**config.mk**
```make
export PLATFORM = sky130hd
export DESIGN_NAME = pll_lock_ctrl_flat
export DESIGN_NICKNAME = d
export VERILOG_FILES = /design/src/rtl/pll_lock_ctrl_pkg.sv /design/src/rtl/pll_lock_ctrl_if.sv /design/src/rtl/pll_lock_ctrl_sync_2ff.sv /design/src/rtl/pll_lock_ctrl.sv /design/src/flat_wrapper.sv
export SDC_FILE = /design/constraint.sdc
export NUM_CORES = 1
export LEC_CHECK = 0
export ABC_AREA = 1
export BUFFER_PORTS_ARGS = -buffer_cell sky130_fd_sc_hd__buf_4
export CAP_MARGIN = 20
export CORE_ASPECT_RATIO = 1.2
export CORE_MARGIN = 5
export CORE_UTILIZATION = 55
export DETAILED_ROUTE_END_ITERATION = 6
export PLACE_DENSITY_LB_ADDON = 0.25
export SLEW_MARGIN = 25
export SYNTH_ARGS = -nofsm -noshare
export SYNTH_HDL_FRONTEND = slang
export SYNTH_SLANG_ARGS = --single-unit
```
**constraint.sdc**
```tcl
create_clock -name sys_clk -period 2 [get_ports sys_clk]
set_clock_uncertainty 0.1 [all_clocks]
set_input_delay 0.3 -clock sys_clk [delete_from_list [all_inputs] [get_ports sys_clk]]
set_output_delay 0.3 -clock sys_clk [all_outputs]
set_load 0.03 [all_outputs]
```
**src/rtl/pll_lock_ctrl_pkg.sv**
```systemverilog
// Shared definitions for the PLL lock sequencer: state encodings, default timing
// constants and width helpers used by the interface and the controller.
package pll_lock_ctrl_pkg;

    typedef enum logic [2:0] {
        ST_RESET     = 3'd0,
        ST_WAIT_LOCK = 3'd1,
        ST_STABLE    = 3'd2,
        ST_RUN       = 3'd3,
        ST_FAIL      = 3'd4
    } pll_state_t;

    localparam int DEF_RST_CYC      = 10;
    localparam int DEF_LOCK_TIMEOUT = 50000;
    localparam int DEF_STABLE_CYC   = 1000;
    localparam int DEF_MAX_RETRY    = 3;

    // The counter only ever has to reach (limit - 1), so $clog2 of the largest limit suffices.
    function automatic int cnt_width(input int a, input int b, input int c);
        int m;
        m = a;
        if (b > m) m = b;
        if (c > m) m = c;
        return (m < 2) ? 1 : $clog2(m);
    endfunction

    function automatic int retry_width(input int max_retry);
        return (max_retry < 1) ? 1 : $clog2(max_retry + 1);
    endfunction

endpackage

```
**src/rtl/pll_lock_ctrl_if.sv**
```systemverilog
// Signal bundle between the lock sequencer (master) and the PLL / downstream reset
// consumers (slave).
interface pll_lock_ctrl_if
    import pll_lock_ctrl_pkg::*;
#(
    parameter int MAX_RETRY = DEF_MAX_RETRY
);
    localparam int RW = retry_width(MAX_RETRY);

    logic          locked;
    logic          pll_areset;
    logic          rst_n_out;
    logic          lock_err;
    logic [RW-1:0] retry_cnt;
    logic [7:0]    lost_cnt;

    modport master (
        input  locked,
        output pll_areset, rst_n_out, lock_err, retry_cnt, lost_cnt
    );

    modport slave (
        output locked,
        input  pll_areset, rst_n_out, lock_err, retry_cnt, lost_cnt
    );

endinterface

```
**src/rtl/pll_lock_ctrl_sync_2ff.sv**
```systemverilog
// Generic 1-bit two-flop synchroniser with asynchronous active-low reset.
module sync_2ff (
    input  logic clk,
    input  logic rst_n,
    input  logic d,
    output logic q
);

    logic meta;

    always_ff @(posedge clk or negedge rst_n) begin
        if (!rst_n) begin
            meta <= 1'b0;
            q    <= 1'b0;
        end else begin
            meta <= d;
            q    <= meta;
        end
    end

endmodule

```
**src/rtl/pll_lock_ctrl.sv**
```systemverilog
// PLL bring-up sequencer: pulses the PLL areset, waits for a stable lock, then releases
// the downstream reset; retries on timeout and latches a fault after MAX_RETRY failures.
module pll_lock_ctrl
    import pll_lock_ctrl_pkg::*;
#(
    parameter int RST_CYC      = DEF_RST_CYC,
    parameter int LOCK_TIMEOUT = DEF_LOCK_TIMEOUT,
    parameter int STABLE_CYC   = DEF_STABLE_CYC,
    parameter int MAX_RETRY    = DEF_MAX_RETRY
) (
    input  logic            sys_clk,
    input  logic            sys_rst_n,
    pll_lock_ctrl_if.master bus
);

    localparam int CW = cnt_width(RST_CYC, LOCK_TIMEOUT, STABLE_CYC);
    localparam int RW = retry_width(MAX_RETRY);

    pll_state_t    state;
    pll_state_t    nxt_state;
    logic [CW-1:0] cnt;
    logic          locked_s;
    logic          timeout_hit;
    logic [RW-1:0] retry_inc;

    sync_2ff u_lock_sync (
        .clk   (sys_clk),
        .rst_n (sys_rst_n),
        .d     (bus.locked),
        .q     (locked_s)
    );

    assign retry_inc = bus.retry_cnt + RW'(1);

    // Lock is checked before the timeout so a lock arriving on the last wait cycle wins.
    always_comb begin
        nxt_state   = state;
        timeout_hit = 1'b0;
        case (state)
            ST_RESET: begin
                if (cnt == CW'(RST_CYC - 1)) nxt_state = ST_WAIT_LOCK;
            end
            ST_WAIT_LOCK: begin
                if (locked_s) begin
                    nxt_state = ST_STABLE;
                end else if (cnt == CW'(LOCK_TIMEOUT - 1)) begin
                    timeout_hit = 1'b1;
                    nxt_state   = (retry_inc == RW'(MAX_RETRY)) ? ST_FAIL : ST_RESET;
                end
            end
            ST_STABLE: begin
                if (!locked_s)                           nxt_state = ST_WAIT_LOCK;
                else if (cnt == CW'(STABLE_CYC - 1))     nxt_state = ST_RUN;
            end
            ST_RUN: begin
                if (!locked_s) nxt_state = ST_RESET;
            end
            ST_FAIL: nxt_state = ST_FAIL;
            default: nxt_state = ST_RESET;
        endcase
    end

    // Outputs are decoded from the next state so they change on the same edge as the state.
    always_ff @(posedge sys_clk or negedge sys_rst_n) begin
        if (!sys_rst_n) begin
            state          <= ST_RESET;
            cnt            <= '0;
            bus.pll_areset <= 1'b1;
            bus.rst_n_out  <= 1'b0;
            bus.lock_err   <= 1'b0;
            bus.retry_cnt  <= '0;
            bus.lost_cnt   <= '0;
        end else begin
            state <= nxt_state;
            if (nxt_state != state || state == ST_RUN || state == ST_FAIL)
                cnt <= '0;
            else
                cnt <= cnt + CW'(1);

            bus.pll_areset <= (nxt_state == ST_RESET) || (nxt_state == ST_FAIL);
            bus.rst_n_out  <= (nxt_state == ST_RUN);
            bus.lock_err   <= (nxt_state == ST_FAIL);

            if (timeout_hit)
                bus.retry_cnt <= retry_inc;
            else if (nxt_state == ST_RUN)
                bus.retry_cnt <= '0;

            if (state == ST_RUN && nxt_state == ST_RESET && bus.lost_cnt != 8'hFF)
                bus.lost_cnt <= bus.lost_cnt + 8'd1;
        end
    end

endmodule

```
**src/flat_wrapper.sv**
```systemverilog
// flat-port wrapper written by rule: the top's interface ports become plain ports
module pll_lock_ctrl_flat import pll_lock_ctrl_pkg::*;
#(
    parameter int RST_CYC      = DEF_RST_CYC,
    parameter int LOCK_TIMEOUT = DEF_LOCK_TIMEOUT,
    parameter int STABLE_CYC   = DEF_STABLE_CYC,
    parameter int MAX_RETRY    = DEF_MAX_RETRY
)
  (sys_clk, sys_rst_n, bus_locked, bus_pll_areset, bus_rst_n_out, bus_lock_err, bus_retry_cnt, bus_lost_cnt);
  pll_lock_ctrl_if #(.MAX_RETRY(MAX_RETRY)) bus_i ();
  input  logic sys_clk;
  input  logic sys_rst_n;
  input wire logic [$bits(bus_i.locked)-1:0] bus_locked;
  output wire logic [$bits(bus_i.pll_areset)-1:0] bus_pll_areset;
  output wire logic [$bits(bus_i.rst_n_out)-1:0] bus_rst_n_out;
  output wire logic [$bits(bus_i.lock_err)-1:0] bus_lock_err;
  output wire logic [$bits(bus_i.retry_cnt)-1:0] bus_retry_cnt;
  output wire logic [$bits(bus_i.lost_cnt)-1:0] bus_lost_cnt;
  assign bus_i.locked = bus_locked;
  assign bus_pll_areset = bus_i.pll_areset;
  assign bus_rst_n_out = bus_i.rst_n_out;
  assign bus_lock_err = bus_i.lock_err;
  assign bus_retry_cnt = bus_i.retry_cnt;
  assign bus_lost_cnt = bus_i.lost_cnt;
  pll_lock_ctrl #(.RST_CYC(RST_CYC), .LOCK_TIMEOUT(LOCK_TIMEOUT), .STABLE_CYC(STABLE_CYC), .MAX_RETRY(MAX_RETRY)) u_core (.sys_clk(sys_clk), .sys_rst_n(sys_rst_n), .bus(bus_i));
endmodule
```
==> results of run 1 <==
## metal layers
metal  part of all wire [%]  GRT usage, %  wire length (um)  vias to the layer above
li1                       -             -                 -                      782
met1                     42         19.15              1558                      706
met2                     51         28.06              1908                       28
met3                    4.2         4.277               156                       10
met4                    2.3         7.054                84                        0
met5                      0             0                 0                        -
## placed cells by master (no fill, tap or decap), drive strengths merged, types with 2 or more instances in the layout
cell type	n
nor4	2
a21oi	3
ha	4
clkbuf	5
nand4	13
nor2	46
dfrtp	33
nor3	4
inv	25
o21ai	3
nand3	21
nand2	50
clkinv	3
buf	19
xnor2	9
xor2	7
## critical path, stage by stage (launching register included)
cell and delay, ns:
dfrtp_1 0.38, ha_2 0.23, nand3_2 0.15, nor2_4 0.17, a21oi_1 0.08, nor2_1 0.10, nand3_1 0.11, nand3_4 0.15
buf_12 0.19, nor2_1 0.05
## metrics by stage
step	TNS, ns	cell area (sq um)	setup WS [ns]	std cells
floorplan	0	2018	0.03549	228
global placement	0	2190	0.1669	283
detailed placement	0	2190	0.1201	283
CTS	0	2308	0.1105	292
global route	-0.03875	2328	-0.02730	293
finish	0	2328	0.1651	293
## final cells by class
class                      instances  area (sq um)
fill                             338          1275
multi-input combinational        166          1056
sequential                        34         852.1
timing repair buffer              20         165.2
inverter                          26         97.59
clock buffer                       5         68.82
tap                               39         48.80
clock inverter                     3         40.04
## final timing paths
path                                                         from                                 end  slack [ns]  cells past startpoint
worst max-delay path                      u_core.cnt[0]$_DFF_PN0_            u_core.cnt[15]$_DFF_PN0_        0.17                      9
min in group asynchronous                               sys_rst_n  u_core.bus.lost_cnt[3]$_DFFE_PN0P_        0.39                      2
max in group asynchronous                               sys_rst_n     u_core.bus.pll_areset$_DFF_PN1_        1.07                      2
worst min-delay path                                   bus_locked   u_core.u_lock_sync.meta$_DFF_PN0_        0.02                      1
worst max register to register            u_core.cnt[0]$_DFF_PN0_            u_core.cnt[15]$_DFF_PN0_        0.17                      9
worst min register to register  u_core.u_lock_sync.meta$_DFF_PN0_      u_core.u_lock_sync.q$_DFF_PN0_        0.26                      0
## cell families (layout without fill, tap and decap cells)
kind of cell,Yosys count,in the layout,share of synthesized area (%)
AND/OR/NAND/NOR,138,138,39.74
flip-flops,34,34,42.22
buffers and inverters,28,54,6.075
XOR/XNOR,16,16,6.944
AO/OA/AOI/OAI,8,8,2.542
adder cells (fa/ha/maj),4,4,2.480
## repair_timing
item                                   CTS  global route
endpoints found under the hold margin   33             0
hold buffers                             1             0
setup endpoints to repair                0            11
setup buffers                            0             1
gates resized for setup                  0             4
## flip-flops by register name, indices dropped and copies added, names as in the netlist
name	cells
u_core.cnt	16
u_core.bus.pll_areset	1
u_core.state	3
u_core.u_lock_sync.q	1
u_core.bus.lost_cnt	8
u_core.u_lock_sync.meta	1
u_core.bus.lock_err	1
u_core.bus.rst_n_out	1
u_core.bus.retry_cnt	2
## power breakdown
| part | internal, W | total (W) | switching, W |
|---|---|---|---|
| Sequential | 0.000772 | 0.000857 | 0.0000847 |
| Clock | 0.000366 | 0.000605 | 0.000239 |
| Combinational | 0.000264 | 0.000733 | 0.000469 |
==> out/results.txt, run 1 <==
Layout Nets: 260
Core Footprint: 0.003603 sq mm
WL final: 3708 um
Top cell type's share of synthesized area: 40.92%
# clock sinks: 34
Number of synthesized flops with an enable pin: 0
Total die area: 0.004986 sq mm
Reg clk slew, reported paths: 0.07 ns
Largest fanout on the critical path: 11
Register bit total from synthesis: 34
Syn nets: 235
Estimated wirelength of the detail-placed design: 2791 um
FMAX: 0.5450 GHz
Hold crit path type: in2reg
Worst Setup End Kind: flop
Top cells by instance count after synthesis: nand2_1 (45), dfrtp_1 (33), nor2_1 (29), inv_1 (20), nand3_1 (15)
Worst-Skew Late Latency: 0.29 ns
Grt total ovfl: 0
Area grow syn2layout: 15.37%
Ant diodes: 0
Largest cells by area after synthesis: dfrtp_1 (41%), nand2_1 (8.4%), nor2_4 (7.3%)
Rel. slew slack: 72.37%
Port bufs: 15
Layout cells sized above 1: 27.17%
Yosys cell types: 31
Via count: 1,526
Register area share after synthesis: 42.22%
Post-DR wirelength/cell: 12.66 um
Post-Syn Instances: 228
Max Cap Viol: 0
Critical Path RT: 2.08 ns
CTS Buf Count: 5
I/O pins: 16
CTS Buffer Depth: 2
Slew Limit Fails: 0
# setup viols final: 0
Post-synth top flop: dfrtp_1
DR vias/cell: 5.208
Critical path class: reg2reg
Final ANT Viol Nets: 0
Total track usage: 16.48%
DR pass1 iterations: 4
Core Util, Final: 64.62%
Post-synth top area cell: dfrtp_1
Final Hold Vio Count: 0
Die width: 65.30 um
Count leader, synth: nand2_1
Period minus WS final: 1.835 ns
Mapped cell area: 0.002018 sq mm
Vias in the first global route: 1,468
Initial core utilization: 56.01%
CTS tree: built
H-Tree Depth: 2
Outcome: completed
Die height: 76.36 um
Leakage Power: 1.094 nW
CP arrival: 1.91 ns
Pwr Density: 942.5 mW/mm^2
VDD IR-drop max: 0.4580 mV
# rows: 24
Worst hold slack: 0.01992 ns
Antenna violations before repair: 0
Ys async rst share: 100.0%
Total design power: 0.002195 W
CP Launch Type: flop
Drt initial violations: 119
Syn avg cell area: 8.852 sq um
Largest net degree at the start of global routing: 35
Yosys warnings: 0
Worst-Margin Slew: 0.4144 ns
Clk root buf: clkbuf_8
Tcrit/Tclk final: 91.74%
First-pass GRT wire length: 6465 um
DRC errors left: 0
Gp weighted congestion: 0.8397
Power figures use the tool's default switching activity.
==> run 2, diff against run 1 <==
--- a/config.mk
+++ b/config.mk
@@ -12,6 +12,7 @@
 export CORE_MARGIN = 5
 export CORE_UTILIZATION = 55
 export DETAILED_ROUTE_END_ITERATION = 6
+export MAX_ROUTING_LAYER = met4
 export PLACE_DENSITY_LB_ADDON = 0.25
 export SLEW_MARGIN = 25
 export SYNTH_ARGS = -nofsm -noshare
==> constraint.sdc (replaced) <==
create_clock -name sys_clk -period 2.06 [get_ports sys_clk]
set_clock_uncertainty 0.1 [all_clocks]
set_input_delay 0.309 -clock sys_clk [delete_from_list [all_inputs] [get_ports sys_clk]]
set_output_delay 0.309 -clock sys_clk [all_outputs]
set_load 0.03 [all_outputs]
==> run 2 against run 1 <==
Effect of this change:
- combinational power down 5.7%
- routed wire length fell by 4.0%
- first-iteration DRC count shrank 7.6%
- register-to-register slack improved by 0.04 ns
- global-route usage increased by 0.38 points
- critical path depth increased by 1
- critical path type unchanged
- largest power group unchanged
- highest routed layer unchanged
==> out/results.txt, run 2 (synthesized netlist as in run 1, its figures left out) <==
Most frequent cells in the layout: nand2_1 (45), dfrtp_1 (33), nor2_1 (29)
Hold crit path type: in2reg
Largest net degree at the start of global routing: 35
Port bufs: 15
FMAX: 0.5380 GHz
RR Startpoint: u_core.cnt[0]$_DFF_PN0_
Via count: 1,522
Reg with most FFs: u_core.cnt
Reg clk slew, reported paths: 0.07 ns
Antenna violations before repair: 0
Final worst setup slack: 0.2014 ns
Hold_buf cts: 1
DR vias/cell: 5.212
Pint: 0.001264 W
Slowest cell delay on critical path: 0.39 ns
Period minus WS final: 1.859 ns
Setup TNS Final: 0 ns
CTS Buffer Depth: 2
Worst hold slack: 0.03113 ns
Buffer count from post-CTS setup fixing: 0
# clock sinks: 34
HP Start: bus_locked
Placed cells: 283
Area grow syn2layout: 13.52%
First-pass GRT wire length: 6451 um
Largest fanout on the critical path: 9
Worst-Skew Late Latency: 0.28 ns
Worst hold endpoint: u_core.u_lock_sync.meta$_DFF_PN0_
Clock Power Share: 24.6%
Critical path class: reg2reg
Max Cap Viol: 0
Total die area: 0.004986 sq mm
Family with the most delay on the worst path: simple AND/OR/NAND/NOR gates
Die width: 65.30 um
Critical Path RT: 2.13 ns
Initial core utilization: 56.01%
CTS tree: built
CP Cell Sequence: ha_1 > nand3_2 > nor2_4 > nand2_2 > nand2_4 > nand3_4 > nor2_8 > nand3_4 > nand2_1 > nand2_1
Layout Nets: 259
R2r setup slk: 0.20 ns
Pwr Density: 880.8 mW/mm^2
CP Launch Type: flop
Estimated wirelength of the detail-placed design: 2655 um
Sw frac: 37.39%
Worst Setup End Kind: flop
Core Util, Final: 63.58%
Rel. slew slack: 72.21%
Drt initial violations: 110
Layout cells sized above 1: 24.90%
Leakage Power: 1.082 nW
Die height: 76.36 um
FF/Latch Area: 852.1 sq um
Logic gate share of total power: 34.3%
Core Footprint: 0.003603 sq mm
Slowest CP cell: dfrtp_1
# rows: 24
Place WS: 0.1944 ns
Final ANT Viol Nets: 0
Tcrit/Tclk final: 90.22%
Final Hold Vio Count: 0
DRC errors left: 0
Largest register FFs: 16
Post-CTS sizing: 0
Outcome: completed
Ant diodes: 0
I/O pins: 16
Biggest regs: u_core.cnt (16), u_core.bus.lost_cnt (8), u_core.state (3)
H-Tree Depth: 2
Clk root buf: clkbuf_8
Reg2Reg Depth: 10
Commonest non-fill, non-tap cell in the layout: nand2_1
CP arrival: 1.93 ns
Hold path cells: 1
VDD IR-drop max: 0.4725 mV
Slew Limit Fails: 0
FF-to-FF End: u_core.bus.lost_cnt[1]$_DFFE_PN0P_
Gp weighted congestion: 0.9036
P_sw: 0.0007544 W
Vias in the first global route: 1,470
Seq pwr share: 41.1%
# setup viols final: 0
Final non-filler cell total: 292
Grt total ovfl: 0
Worst path bufs/invs: 0
WL final: 3561 um
Post-DR wirelength/cell: 12.20 um
DR pass1 iterations: 4
CTS Buf Count: 5
Multi-input combinational cell area: 0.001044 sq mm
Worst-Margin Slew: 0.4169 ns
Total track usage: 16.86%
Final-layout fill cell count: 321
RSZ-0062 raised after global routing: false
==> run 2: changes by cell type in the layout (fill, tap and decap cells not counted), sizes merged <==
| cell | previous run | this run |
|---|---|---|
| buf | 19 | 18 |
| bufinv | 1 | 0 |
| clkinv | 3 | 2 |
| clkbuf | 5 | 7 |
==> run 2: worst max-delay path by stage <==
stage,start,endpoint,slack [ns],depth (start not counted)
global route,u_core.cnt[0]$_DFF_PN0_,u_core.cnt[15]$_DFF_PN0_,0.02,9
finish,u_core.cnt[0]$_DFF_PN0_,u_core.bus.lost_cnt[1]$_DFFE_PN0P_,0.20,10
global placement,u_core.cnt[0]$_DFF_PN0_,u_core.bus.lost_cnt[5]$_DFFE_PN0P_,0.23,10
CTS,u_core.cnt[0]$_DFF_PN0_,u_core.bus.lost_cnt[1]$_DFFE_PN0P_,0.18,10
detailed placement,u_core.cnt[0]$_DFF_PN0_,u_core.bus.lost_cnt[6]$_DFFE_PN0P_,0.19,10
floorplan,u_core.bus.lost_cnt[0]$_DFFE_PN0P_,u_core.bus.lost_cnt[2]$_DFFE_PN0P_,0.1,7
==> run 2: area by class of cell <==
cell class              instances  share of cell area (%)
inverters                      26                   4.260
clock buffers                   7                   3.768
flip-flops and latches         34                   37.19
repair buffers                 19                   6.881
clock inverters                 1                  0.2185
well taps                      39                   2.130
multi-input cells             166                   45.55
==> run 2: power by group through the flow <==
stage,clock (W),combinational [W],sequential (W)
floorplan,0,0.000504,0.000882
global placement,0,0.000693,0.000839
detailed placement,0,0.000700,0.000843
CTS,0.000518,0.000704,0.000831
global route,0.000549,0.000758,0.000846
finish,0.000497,0.000691,0.000830
==> run 2: metrics by stage <==
step	instance area, sq um	power (W)
floorplan	2018	0.001385
global placement	2190	0.001532
detailed placement	2190	0.001543
CTS	2291	0.002052
global route	2291	0.002154
finish	2291	0.002018
==> run 2: per-layer routing <==
layer / GRT usage, % / up-vias / part of all wire [%]
li1: - / 780 / -
met1: 20.19 / 718 / 45
met2: 27.15 / 18 / 50
met3: 3.540 / 6 / 3.0
met4: 7.261 / 0 / 1.9
met5: - / - / 0
==> run 3, diff against run 2 <==
--- a/config.mk
+++ b/config.mk
@@ -8,7 +8,6 @@
 export ABC_AREA = 1
 export BUFFER_PORTS_ARGS = -buffer_cell sky130_fd_sc_hd__buf_4
 export CAP_MARGIN = 20
-export CORE_ASPECT_RATIO = 1.2
 export CORE_MARGIN = 5
 export CORE_UTILIZATION = 55
 export DETAILED_ROUTE_END_ITERATION = 6
==> run 3 against run 2 <==
Effect of this change:
- design area unchanged
- non-clock buffer count unchanged
- sequential cell count unchanged
- final cell count increased by 3.1%
- via count decreased by 2.6%
- global-route usage decreased by 0.84 points
- register-to-register slack got worse by 0.02 ns
- critical endpoint is now u_core.cnt[12]$_DFF_PN0_
- largest cell class unchanged
==> out/results.txt, run 3 (synthesized netlist as in run 1, its figures left out) <==
Post-route design area: 0.002291 sq mm
Largest fanout on the critical path: 4
Pint: 0.001235 W
Tcrit/Tclk final: 91.10%
CP Cell Sequence: ha_1 > nand3_2 > nor2_1 > nand2_1 > nor2_1 > nand3_1 > nor2_1 > xnor2_1 > nor2_4
Post-DP Area: 0.002201 sq mm
FF-to-FF End: u_core.cnt[12]$_DFF_PN0_
# rows: 22
WL final: 3569 um
Worst-Skew Late Latency: 0.27 ns
DR vias/cell: 4.924
Clock Power Share: 23.0%
Logic gate share of total power: 35.4%
# clock sinks: 34
First-pass GRT wire length: 6348 um
Total die area: 0.004981 sq mm
Seq pwr share: 41.6%
Critical Path Sink: u_core.cnt[12]$_DFF_PN0_
Core Footprint: 0.003606 sq mm
Hold path cells: 1
Cell mode on critical path: nor2_1
DRC errors left: 0
Port bufs: 15
Leakage Power: 1.073 nW
Post-DR wirelength/cell: 11.86 um
Outcome: completed
Commonest non-fill, non-tap cell in the layout: nand2_1
Initial core utilization: 55.97%
Total track usage: 16.03%
Slowest cell delay on critical path: 0.40 ns
Reg with most FFs: u_core.cnt
P_sw: 0.0007573 W
R2r setup slk: 0.18 ns
Biggest regs: u_core.cnt (16), u_core.bus.lost_cnt (8), u_core.state (3)
Buffer count from post-CTS setup fixing: 0
Worst path depth: 9
Hold crit path type: in2reg
Worst-Margin Slew: 0.4173 ns
Drt initial violations: 77
Die height: 70.58 um
Final Hold Vio Count: 0
Final-layout fill cell count: 351
CTS Buffer Depth: 2
Max Cap Viol: 0
Worst Setup End Kind: flop
Worst Setup SP: u_core.cnt[0]$_DFF_PN0_
Layout Nets: 259
Grt total ovfl: 0
Largest net degree at the start of global routing: 35
Antenna violations before repair: 0
Worst hold slack: 0.04109 ns
Slowest CP cell: dfrtp_1
Slew Limit Fails: 0
DR pass1 iterations: 4
Multi-input combinational cell area: 0.001044 sq mm
Die width: 70.58 um
Setup TNS Final: 0 ns
Clk root buf: clkbuf_8
Via count: 1,482
Final ANT Viol Nets: 0
Period minus WS final: 1.877 ns
Family with the most delay on the worst path: simple AND/OR/NAND/NOR gates
Core Util, Final: 63.53%
Rel. slew slack: 72.18%
I/O pins: 16
CTS tree: built
RR Startpoint: u_core.cnt[0]$_DFF_PN0_
Vias in the first global route: 1,456
Sw frac: 38.00%
Most frequent cells in the layout: nand2_1 (45), dfrtp_1 (33), nor2_1 (29)
Estimated wirelength of the detail-placed design: 2680 um
H-Tree Depth: 2
CP Launch Type: flop
Layout cells sized above 1: 24.11%
Area grow syn2layout: 13.52%
FMAX: 0.5329 GHz
Critical path class: reg2reg
Reg clk slew, reported paths: 0.07 ns
Worst path bufs/invs: 0
Largest register FFs: 16
Gp weighted congestion: 0.8668
VDD IR-drop max: 0.5886 mV
CTS Buf Count: 5
FF/Latch Area: 852.1 sq um
Reg2Reg Depth: 9
# setup viols final: 0
CP arrival: 1.93 ns
Critical Path RT: 2.11 ns
Ant diodes: 0
Pwr Density: 869.8 mW/mm^2
RSZ-0062 raised after global routing: false
[run 3: what timing repair did]
| action | in CTS | in global routing |
|---|---|---|
| hold buffers | 1 | 0 |
| resized for setup | 0 | 0 |
| setup endpoints to repair | 0 | 0 |
| hold endpoints to repair | 33 | 0 |
[run 3: worst min path at each step]
stage                           from                                end  slack (ns)
after floorplan            sys_rst_n      u_core.bus.lock_err$_DFF_PN0_       -0.09
after global placement     sys_rst_n           u_core.cnt[11]$_DFF_PN0_        0.18
after detailed placement   sys_rst_n           u_core.cnt[11]$_DFF_PN0_        0.18
after CTS                 bus_locked  u_core.u_lock_sync.meta$_DFF_PN0_        0.03
after global routing      bus_locked  u_core.u_lock_sync.meta$_DFF_PN0_        0.02
final                     bus_locked  u_core.u_lock_sync.meta$_DFF_PN0_        0.04
[run 3: final cells by class]
type	instances	area share, %
Tap cell	48	2.622
Inverter	26	4.260
Clock buffer	8	3.495
Sequential cell	34	37.19
Timing Repair Buffer	19	6.881
Multi-Input combinational cell	166	45.55
[run 3: through the flow]
step / setup slack [ns] / instances / power, W
floorplan: 0.09549 / 228 / 0.001385
finish: 0.1834 / 301 / 0.001993
global route: 0.007441 / 301 / 0.002134
CTS: 0.1591 / 301 / 0.002023
global placement: 0.2539 / 292 / 0.001532
detailed placement: 0.1701 / 292 / 0.001555
[run 3: routing by layer]
metal	routed length, um	GRT usage [%]	part of all wire, %
met3	124	3.835	3.5
met5	0	-	0
met4	19	4.175	0.53
met2	1672	24.84	47
met1	1752	21.25	49
[run 3: power groups by stage]
stage / Combinational, W / Clock, W / Sequential [W]
after floorplan: 0.000504 / 0 / 0.000882
after global placement: 0.000697 / 0 / 0.000835
after detailed placement: 0.000713 / 0 / 0.000841
after CTS: 0.000716 / 0.000479 / 0.000828
after global routing: 0.000786 / 0.000507 / 0.000841
final: 0.000705 / 0.000459 / 0.000829
